$ cat src/rtl/alu_cmd_runner_if.sv
// Handshake bundle between a command producer, the runner and the ALU it drives.
// The master side is the producer/consumer environment (which also hosts the ALU).
interface alu_cmd_runner_if;
    logic       cmd_valid;
    logic       cmd_ready;
    logic [3:0] cmd_s;
    logic       cmd_m;
    logic [1:0] cmd_a;
    logic [1:0] cmd_b;

    logic [3:0] alu_s;
    logic       alu_m;
    logic [1:0] alu_a;
    logic [1:0] alu_b;
    logic [2:0] alu_out;

    logic       res_valid;
    logic       res_ready;
    logic [2:0] res_data;

    modport master (
        output cmd_valid, cmd_s, cmd_m, cmd_a, cmd_b,
        input  cmd_ready,
        input  alu_s, alu_m, alu_a, alu_b,
        output alu_out,
        input  res_valid, res_data,
        output res_ready
    );

    modport slave (
        input  cmd_valid, cmd_s, cmd_m, cmd_a, cmd_b,
        output cmd_ready,
        output alu_s, alu_m, alu_a, alu_b,
        input  alu_out,
        output res_valid, res_data,
        input  res_ready
    );
endinterface

$ cat src/rtl/alu_cmd_runner.sv
// Buffers ALU commands in a small FIFO, issues them one at a time to a
// combinational ALU and hands each registered result downstream.
module alu_cmd_runner #(
    parameter int DEPTH = 4,
    parameter int CNTW  = 8
) (
    input  logic            clk,
    input  logic            rst,
    alu_cmd_runner_if.slave bus,
    output logic [CNTW-1:0] res_cnt,
    output logic            busy
);
    localparam int AW = $clog2(DEPTH);
    localparam logic [AW:0] CNT_FULL = (AW+1)'(DEPTH);

    localparam logic [1:0] ST_IDLE  = 2'd0;
    localparam logic [1:0] ST_ISSUE = 2'd1;
    localparam logic [1:0] ST_HOLD  = 2'd2;

    logic [8:0]    mem [DEPTH];
    logic [AW-1:0] wr_ptr;
    logic [AW-1:0] rd_ptr;
    logic [AW:0]   count;
    logic          full;
    logic          empty;
    logic          push;
    logic          pop;
    logic [8:0]    head;

    logic [1:0]    state;
    logic [8:0]    issue_q;
    logic          res_valid_q;
    logic [2:0]    res_data_q;

    assign full  = (count == CNT_FULL);
    assign empty = (count == '0);
    assign head  = mem[rd_ptr];

    // cmd_ready looks only at full, so a pop never lets a full FIFO take a word.
    assign push = bus.cmd_valid && !full;
    assign pop  = !empty && ((state == ST_IDLE) ||
                             (state == ST_HOLD && bus.res_ready));

    assign bus.cmd_ready = !full;
    assign busy          = (state != ST_IDLE) || !empty;

    assign {bus.alu_s, bus.alu_m, bus.alu_a, bus.alu_b} = issue_q;
    assign bus.res_valid = res_valid_q;
    assign bus.res_data  = res_data_q;

    // NOTE: storage is not reset; the zeroed count and pointers make stale words unreachable.
    always_ff @(posedge clk) begin
        if (push) begin
            mem[wr_ptr] <= {bus.cmd_s, bus.cmd_m, bus.cmd_a, bus.cmd_b};
        end
    end

    // NOTE: state registers use non-blocking assignments so every block sees pre-edge values.
    always_ff @(posedge clk) begin
        if (rst) begin
            wr_ptr <= '0;
            rd_ptr <= '0;
            count  <= '0;
        end else begin
            if (push) wr_ptr <= wr_ptr + 1'b1;
            if (pop)  rd_ptr <= rd_ptr + 1'b1;
            case ({push, pop})
                2'b10:   count <= count + 1'b1;
                2'b01:   count <= count - 1'b1;
                default: count <= count;
            endcase
        end
    end

    always_ff @(posedge clk) begin
        if (rst) begin
            state       <= ST_IDLE;
            issue_q     <= '0;
            res_valid_q <= 1'b0;
            res_data_q  <= '0;
            res_cnt     <= '0;
        end else begin
            case (state)
                ST_IDLE: begin
                    if (!empty) begin
                        issue_q <= head;
                        state   <= ST_ISSUE;
                    end
                end
                ST_ISSUE: begin
                    res_data_q  <= bus.alu_out;
                    res_valid_q <= 1'b1;
                    state       <= ST_HOLD;
                end
                ST_HOLD: begin
                    if (bus.res_ready) begin
                        res_valid_q <= 1'b0;
                        res_cnt     <= res_cnt + CNTW'(1);
                        if (!empty) begin
                            issue_q <= head;
                            state   <= ST_ISSUE;
                        end else begin
                            state <= ST_IDLE;
                        end
                    end
                end
                default: state <= ST_IDLE;
            endcase
        end
    end
endmodule
$ cat src/flat_wrapper.sv
// flat-port wrapper written by rule: the top's interface ports become plain ports
module alu_cmd_runner_flat 
#(
    parameter int DEPTH = 4,
    parameter int CNTW  = 8
)
  (clk, rst, res_cnt, busy, bus_cmd_valid, bus_cmd_s, bus_cmd_m, bus_cmd_a, bus_cmd_b, bus_cmd_ready, bus_alu_s, bus_alu_m, bus_alu_a, bus_alu_b, bus_alu_out, bus_res_valid, bus_res_data, bus_res_ready);
  alu_cmd_runner_if bus_i ();
  input  logic clk;
  input  logic rst;
  output logic [CNTW-1:0] res_cnt;
  output logic busy;
  input wire logic [$bits(bus_i.cmd_valid)-1:0] bus_cmd_valid;
  input wire logic [$bits(bus_i.cmd_s)-1:0] bus_cmd_s;
  input wire logic [$bits(bus_i.cmd_m)-1:0] bus_cmd_m;
  input wire logic [$bits(bus_i.cmd_a)-1:0] bus_cmd_a;
  input wire logic [$bits(bus_i.cmd_b)-1:0] bus_cmd_b;
  output wire logic [$bits(bus_i.cmd_ready)-1:0] bus_cmd_ready;
  output wire logic [$bits(bus_i.alu_s)-1:0] bus_alu_s;
  output wire logic [$bits(bus_i.alu_m)-1:0] bus_alu_m;
  output wire logic [$bits(bus_i.alu_a)-1:0] bus_alu_a;
  output wire logic [$bits(bus_i.alu_b)-1:0] bus_alu_b;
  input wire logic [$bits(bus_i.alu_out)-1:0] bus_alu_out;
  output wire logic [$bits(bus_i.res_valid)-1:0] bus_res_valid;
  output wire logic [$bits(bus_i.res_data)-1:0] bus_res_data;
  input wire logic [$bits(bus_i.res_ready)-1:0] bus_res_ready;
  assign bus_i.cmd_valid = bus_cmd_valid;
  assign bus_i.cmd_s = bus_cmd_s;
  assign bus_i.cmd_m = bus_cmd_m;
  assign bus_i.cmd_a = bus_cmd_a;
  assign bus_i.cmd_b = bus_cmd_b;
  assign bus_cmd_ready = bus_i.cmd_ready;
  assign bus_alu_s = bus_i.alu_s;
  assign bus_alu_m = bus_i.alu_m;
  assign bus_alu_a = bus_i.alu_a;
  assign bus_alu_b = bus_i.alu_b;
  assign bus_i.alu_out = bus_alu_out;
  assign bus_res_valid = bus_i.res_valid;
  assign bus_res_data = bus_i.res_data;
  assign bus_i.res_ready = bus_res_ready;
  alu_cmd_runner #(.DEPTH(DEPTH), .CNTW(CNTW)) u_core (.clk(clk), .rst(rst), .bus(bus_i), .res_cnt(res_cnt), .busy(busy));
endmodule
$ cat config.mk
export PLATFORM = sky130hd
export DESIGN_NAME = alu_cmd_runner_flat
export DESIGN_NICKNAME = d
export VERILOG_FILES = /design/src/rtl/alu_cmd_runner_if.sv /design/src/rtl/alu_cmd_runner.sv /design/src/flat_wrapper.sv
export SDC_FILE = /design/constraint.sdc
export NUM_CORES = 1
export LEC_CHECK = 0
export CAP_MARGIN = 20
export CORE_ASPECT_RATIO = 1.1
export CORE_MARGIN = 5
export CORE_UTILIZATION = 35
export CTS_BUF_LIST = sky130_fd_sc_hd__clkbuf_16
export DETAILED_ROUTE_END_ITERATION = 6
export GPL_TIMING_DRIVEN = 0
export PLACE_DENSITY_LB_ADDON = 0.2
export SYNTH_ARGS = -nofsm -noshare
export SYNTH_HDL_FRONTEND = slang
export SYNTH_SLANG_ARGS = --single-unit
$ cat constraint.sdc
create_clock -name clk -period 3.85 [get_ports clk]
set_clock_uncertainty 0.2 [all_clocks]
set_input_delay 0.9625 -clock clk [delete_from_list [all_inputs] [get_ports clk]]
set_output_delay 0.9625 -clock clk [all_outputs]
set_load 0.005 [all_outputs]
; Word level (Yosys, flattened, before mapping)
; Memories as Yosys holds them, arrays and structs flattened. A register that Yosys moved wholly into a read port is not among the register bits.
; Index checks and enable logic that the tools add are counted.
[totals]
reg_bits = 30
latchBits = 0
mem_bits_rw = 36
mem_bits_ro = 0
in_bits = 16
output_inout_bits = 23
wordCells = 52
memories = 1
[mem_list]
columns = name, depth, word_bits, rd, rd_clocked_by_memory_dff, write_ports, line_no
row1 = u_core.mem, 4, 9, 1, 1, 1, alu_cmd_runner.sv:20  ; logic [8:0] mem [DEPTH];
[classes]
add_sub_neg = 5
multipliers = 0
div_mod_pow = 0
magnitude_cmp = 0
eq_ne = 7
n_shift = 0
n_mux = 14
bitwise = 0
n_reduce_logical = 17
[ops]
columns = op, count
row1 = 2-to-1 mux 9 bit, 2
row2 = case mux 9 bit (2 select lines), 1
row3 = "adder 8 x 1 -> 8 bit, second input constant", 1
row4 = 2-to-1 mux 2 bit, 4
row5 = AND reduction 2 bit, 4
row6 = nonzero test 2 bit, 4
row7 = case mux 2 bit (3 select lines), 1
row8 = case mux 3 bit (2 select lines), 1
row9 = "adder 2 x 1 -> 2 bit, second input constant", 2
row10 = "== test 2 x 1 -> 1 bit, second input constant", 2
row11 = "== test 2 bit, second input constant", 2
row12 = 2-to-1 mux 1 bit, 4
row13 = "inequality test 2 bit, second input constant", 2
row14 = "adder 3 x 1 -> 3 bit, second input constant", 1
row15 = "== test 3 bit, second input constant", 1
row16 = logical AND 1 bit, 3
row17 = zero test 3 bit, 1
row18 = "subtractor 3 x 1 -> 3 bit, second input constant", 1
row19 = zero test 1 bit, 2
row20 = zero test 2 bit, 1
row21 = logical OR 1 bit, 2
row22 = case mux 1 bit (2 select lines), 1

; Logic depth before layout (Yosys ltp)
[logic_depth]
word_depth = 6
mapped_depth = 9
mapped_depth_nobuf = 7

; Worst setup path after synthesis
; No wires, ideal clock.
[synth_path]
path_type = in2reg
startpoint = input bus_res_ready
endpoint = register u_core.count[2]
setup_ps = 121
arrival_ps = 2998
t_required_ps = 3529
setup_slack_ps = 530
cell_stages = 8
n_path_buf = 1
cell_sequence = nor2b_1 > or3_1 > clkbuf_1 > nor2_1 > fa_1 > or4_1 > a2bb2oi_1 > mux2_4
[synth_between]
elab_chain_len = 5
elab_cells_between_ends = 7
cone_classes = 2 x eq/ne / 1 x mux / 4 x reduce/logical
[synth_rtl]
columns = item, line_no
row1 = start: declaration, flat_wrapper.sv:26  ; input wire logic [$bits(bus_i.res_ready)-1:0] bus_res_ready;
row2 = logical AND 1 bit (*), alu_cmd_runner.sv:42  ; (state == ST_HOLD && bus.res_ready));
row3 = logical OR 1 bit (*), alu_cmd_runner.sv:41  ; assign pop = !empty && ((state == ST_IDLE) ||
row4 = logical AND 1 bit (*), alu_cmd_runner.sv:41
row5 = == test 2 x 1 -> 1 bit / == test 2 bit (equally long branches), alu_cmd_runner.sv:67  ; case ({push, pop})
row6 = case mux 3 bit (2 select lines) / nonzero test 2 bit (equally long branches), n/a
row7 = end signal: assignment, alu_cmd_runner.sv:68  ; 2'b10: count <= count + 1'b1;
row8 = end signal: assignment, alu_cmd_runner.sv:69  ; 2'b01: count <= count - 1'b1;
row9 = end signal: assignment, alu_cmd_runner.sv:70  ; default: count <= count;
row10 = end: declaration, alu_cmd_runner.sv:23  ; logic [AW:0] count;
; Mark *: on every way between the ends. The rest lies on a longest branch, timed or not.
; A chain may end at the register's enable or synchronous reset.

; Worst setup path after layout
; Same ends and word-level chain as after synthesis.

==> results.tsv <==
stage	metric	value	unit
sta	rsz0062_at_grt	no	
global_route	grt_max_degree	15	
route	vias	1661	
logic_synthesis	synth.distinct_cells	35	
sta	worst_slew_margin_rel	0.643	
route	drt_iter0_drc	91	
route	drt-vias-per-instance	4.58	
logic_synthesis	yosysSeqAreaShare	0.642	
route	drc	0	
logic_synthesis	synth_edf_count	36	
global_route	grt_overflow_total	0	
run	maxCapViolations	0	
logic_synthesis	synthSimpleGateAreaFrac	0.128	
cts	clockRootBuffer	clkbuf_16	
logic_synthesis	synth_top_family_by_area	simple AND/OR/NAND/NOR gates	
cts	cts_buffers	9	
logic_synthesis	ys_warn_count	0	
global_route	grt_pass1_vias	1539	
logic_synthesis	synth_compound_area_frac	0.0378	
min_path	hold_class	flop to flop	
floorplanning	pin_count	39	
critical_path	start_kind	input port	
critical_path	crit_type	input port to flop	
power	cellLeakagePower	1.22	nW
route	ant_nets	0	
cts	ctsHoldBuffers	0	
floorplanning	initial_core_util	0.359	
placement	place_congestion	0.683	
floorplanning	core-area	7470	um2
placement	place_area	3180	um2
floorplanning	die_h	102	um
final_layout	area_growth	30.3	%
cts	ctsResizeCount	0	
sta	worst_pin_slew	0.536	ns
placement	hpwl	3290	um
global_route	antenna_found_initial	0	
route	firstDrtPassIters	4	
sta	hold_violations	0	
cts	path_clk_slew	0.06	ns
final_layout	multi_input_area	893	um2
floorplanning	die_area	9520	um2
logic_synthesis	synth_flop_cell	edfxtp_1	
logic_synthesis	syn_area	2680	um2
cts	cts_sinks	68	
logic_synthesis	synth_nets	227	
final_layout	fillers	670	
floorplanning	die-width	93.5	um
cts	clock_path_buffers	2	
route	wl_per_cell	12.9	um
sta	slew_viol_final	0	
final_layout	diodes	0	
final_layout	layout.nets	275	
cts	cts_setup_buffers	0	
logic_synthesis	syn_avg_cell_area	13.1	um2
final_layout	fin_area	3490	um2
route	wirelength	4700	um
logic_synthesis	syn_inst	205	
logic_synthesis	ys_seq_elements	68	
final_layout	drive_above_1_share	0.128	
sta	min_period_over_period	0.942	
sta	fin_ws	0.224	ns
sta	finalSetupViolCount	0	
floorplanning	rows	33	
critical_path	ff2ff_path_depth	8	
critical_path	cp.arrival	3.64	ns
final_layout	regArea	1720	um2
cts	cts_tree	yes	
logic_synthesis	async_flop_share	0	
global_route	grt_usage	0.108	
logic_synthesis	synthAdderAreaFrac	0.0308	
run_status	status	finished, final reports clean	
critical_path	cp_max_fo	10	
critical_path	required	3.86	ns
cts	htree_num_levels	3	
min_path	whs_path_depth	2	
sta	max_freq	276	MHz
global_route	grt_pass1_wl	7690	um
sta	fin_crit	3.63	ns
placement	io_buffers	37	
power	ir_drop	296	uV
power	finalPower	2.42	mW
power	power.density	694	nW/um2
placement	pre_cts_slack	-0.274	ns
critical_path	endpoint_kind	flop	
cts	clk_latency	0.32	ns
logic_synthesis	synthMuxAreaShare	0.108	
logic_synthesis	synth_xor_area_frac	0.0289	
## per-stage QoR
step	hold WS, ns	instances	setup TNS (ns)	util
CTS	0.257	363	0	0.467
detailed placement	0.249	347	-0.274	0.426
global route	0.282	363	0	0.468
global placement	0.248	347	-0.296	0.426
finish	0.255	363	0	0.468
floorplan	0.253	205	0	-
## layer usage
metal  global-route usage  vias to the layer above  part of all wire
met1                0.136                      786              0.45
met5                    0                        -                 0
met4               0.0676                        0             0.018
li1                     -                      835                 -
met2                0.166                       33              0.48
met3               0.0287                        7             0.046
## critical path, cell delays in order
cell and delay, ns:
clkdlybuf4s50_1 0.48, nor2b_1 0.22, or3_1 0.22, clkbuf_2 0.25
nor2_1 0.10, fa_1 0.44, or4_1 0.52, a2bb2oi_1 0.16
mux2_4 0.30
## Yosys cell counts, drive strengths merged, types with 5 or more instances
cell	number	area share
mux4	9	0.076
mux2i	6	0.022
and3	5	0.012
nand2	25	0.035
a21oi	13	0.024
edfxtp	36	0.40
ha	5	0.023
clkbuf	6	0.0084
xnor2	7	0.026
dfxtp	32	0.24
nor2	21	0.029
buf	5	0.011
## state kept, by name, summed over array words and instances, names as in the netlist, named ones only
register              count
u_core.bus.res_valid      1
u_core.rd_ptr             2
u_core.state              2
u_core.res_cnt            8
u_core.mem               36
u_core.bus.res_data       3
u_core.wr_ptr             2
u_core.issue_q            9
u_core.count              3
## final timing paths
check | start | end | slack (ns)
max | bus_res_ready | u_core.count[2] | 0.22
min | u_core.issue_q[6] | u_core.issue_q[6] | 0.25
max reg2reg | u_core.count[0] | u_core.count[2] | 0.80
min reg2reg | u_core.issue_q[6] | u_core.issue_q[6] | 0.25
## power breakdown
group	leakage, nW	switching [mW]	internal [mW]
Sequential	0.592	0.0618	0.895
Combinational	0.485	0.299	0.339
Clock	0.149	0.317	0.512
Total	1.22	0.679	1.75
## area by class of cell
type / instances / area share
Timing Repair Buffer: 37 / 0.106
Clock buffer: 9 / 0.0644
Clock inverter: 7 / 0.0240
Multi-Input combinational cell: 122 / 0.256
Inverter: 4 / 0.00430
Buffer: 11 / 0.0154
Sequential cell: 68 / 0.493
Tap cell: 105 / 0.0376
## layout by cell type, fill, tap and decap left out, types with 5 or more instances in the layout
master / Yosys / routed
clkdlybuf4s50_1: 0 / 37
edfxtp_1: 36 / 36
dfxtp_1: 32 / 32
nand2_1: 25 / 25
nor2_1: 21 / 21
a21oi_1: 13 / 13
mux4_2: 9 / 9
clkbuf_16: 0 / 9
mux2i_1: 6 / 6
xnor2_1: 6 / 6
clkbuf_1: 6 / 5
and3_1: 5 / 5
ha_1: 5 / 5
## cell families (layout without fill, tap and decap cells)
logic type	count (synthesis)	after routing
adders and majority gates	6	6
xor gates and xnor gates	8	8
DFF	68	68
and+or+nand+nor	72	72
AOI/OAI and AO/OA	19	19
buffers and inverters	15	68
muxes	17	17
Power figures use the tool's default switching activity.
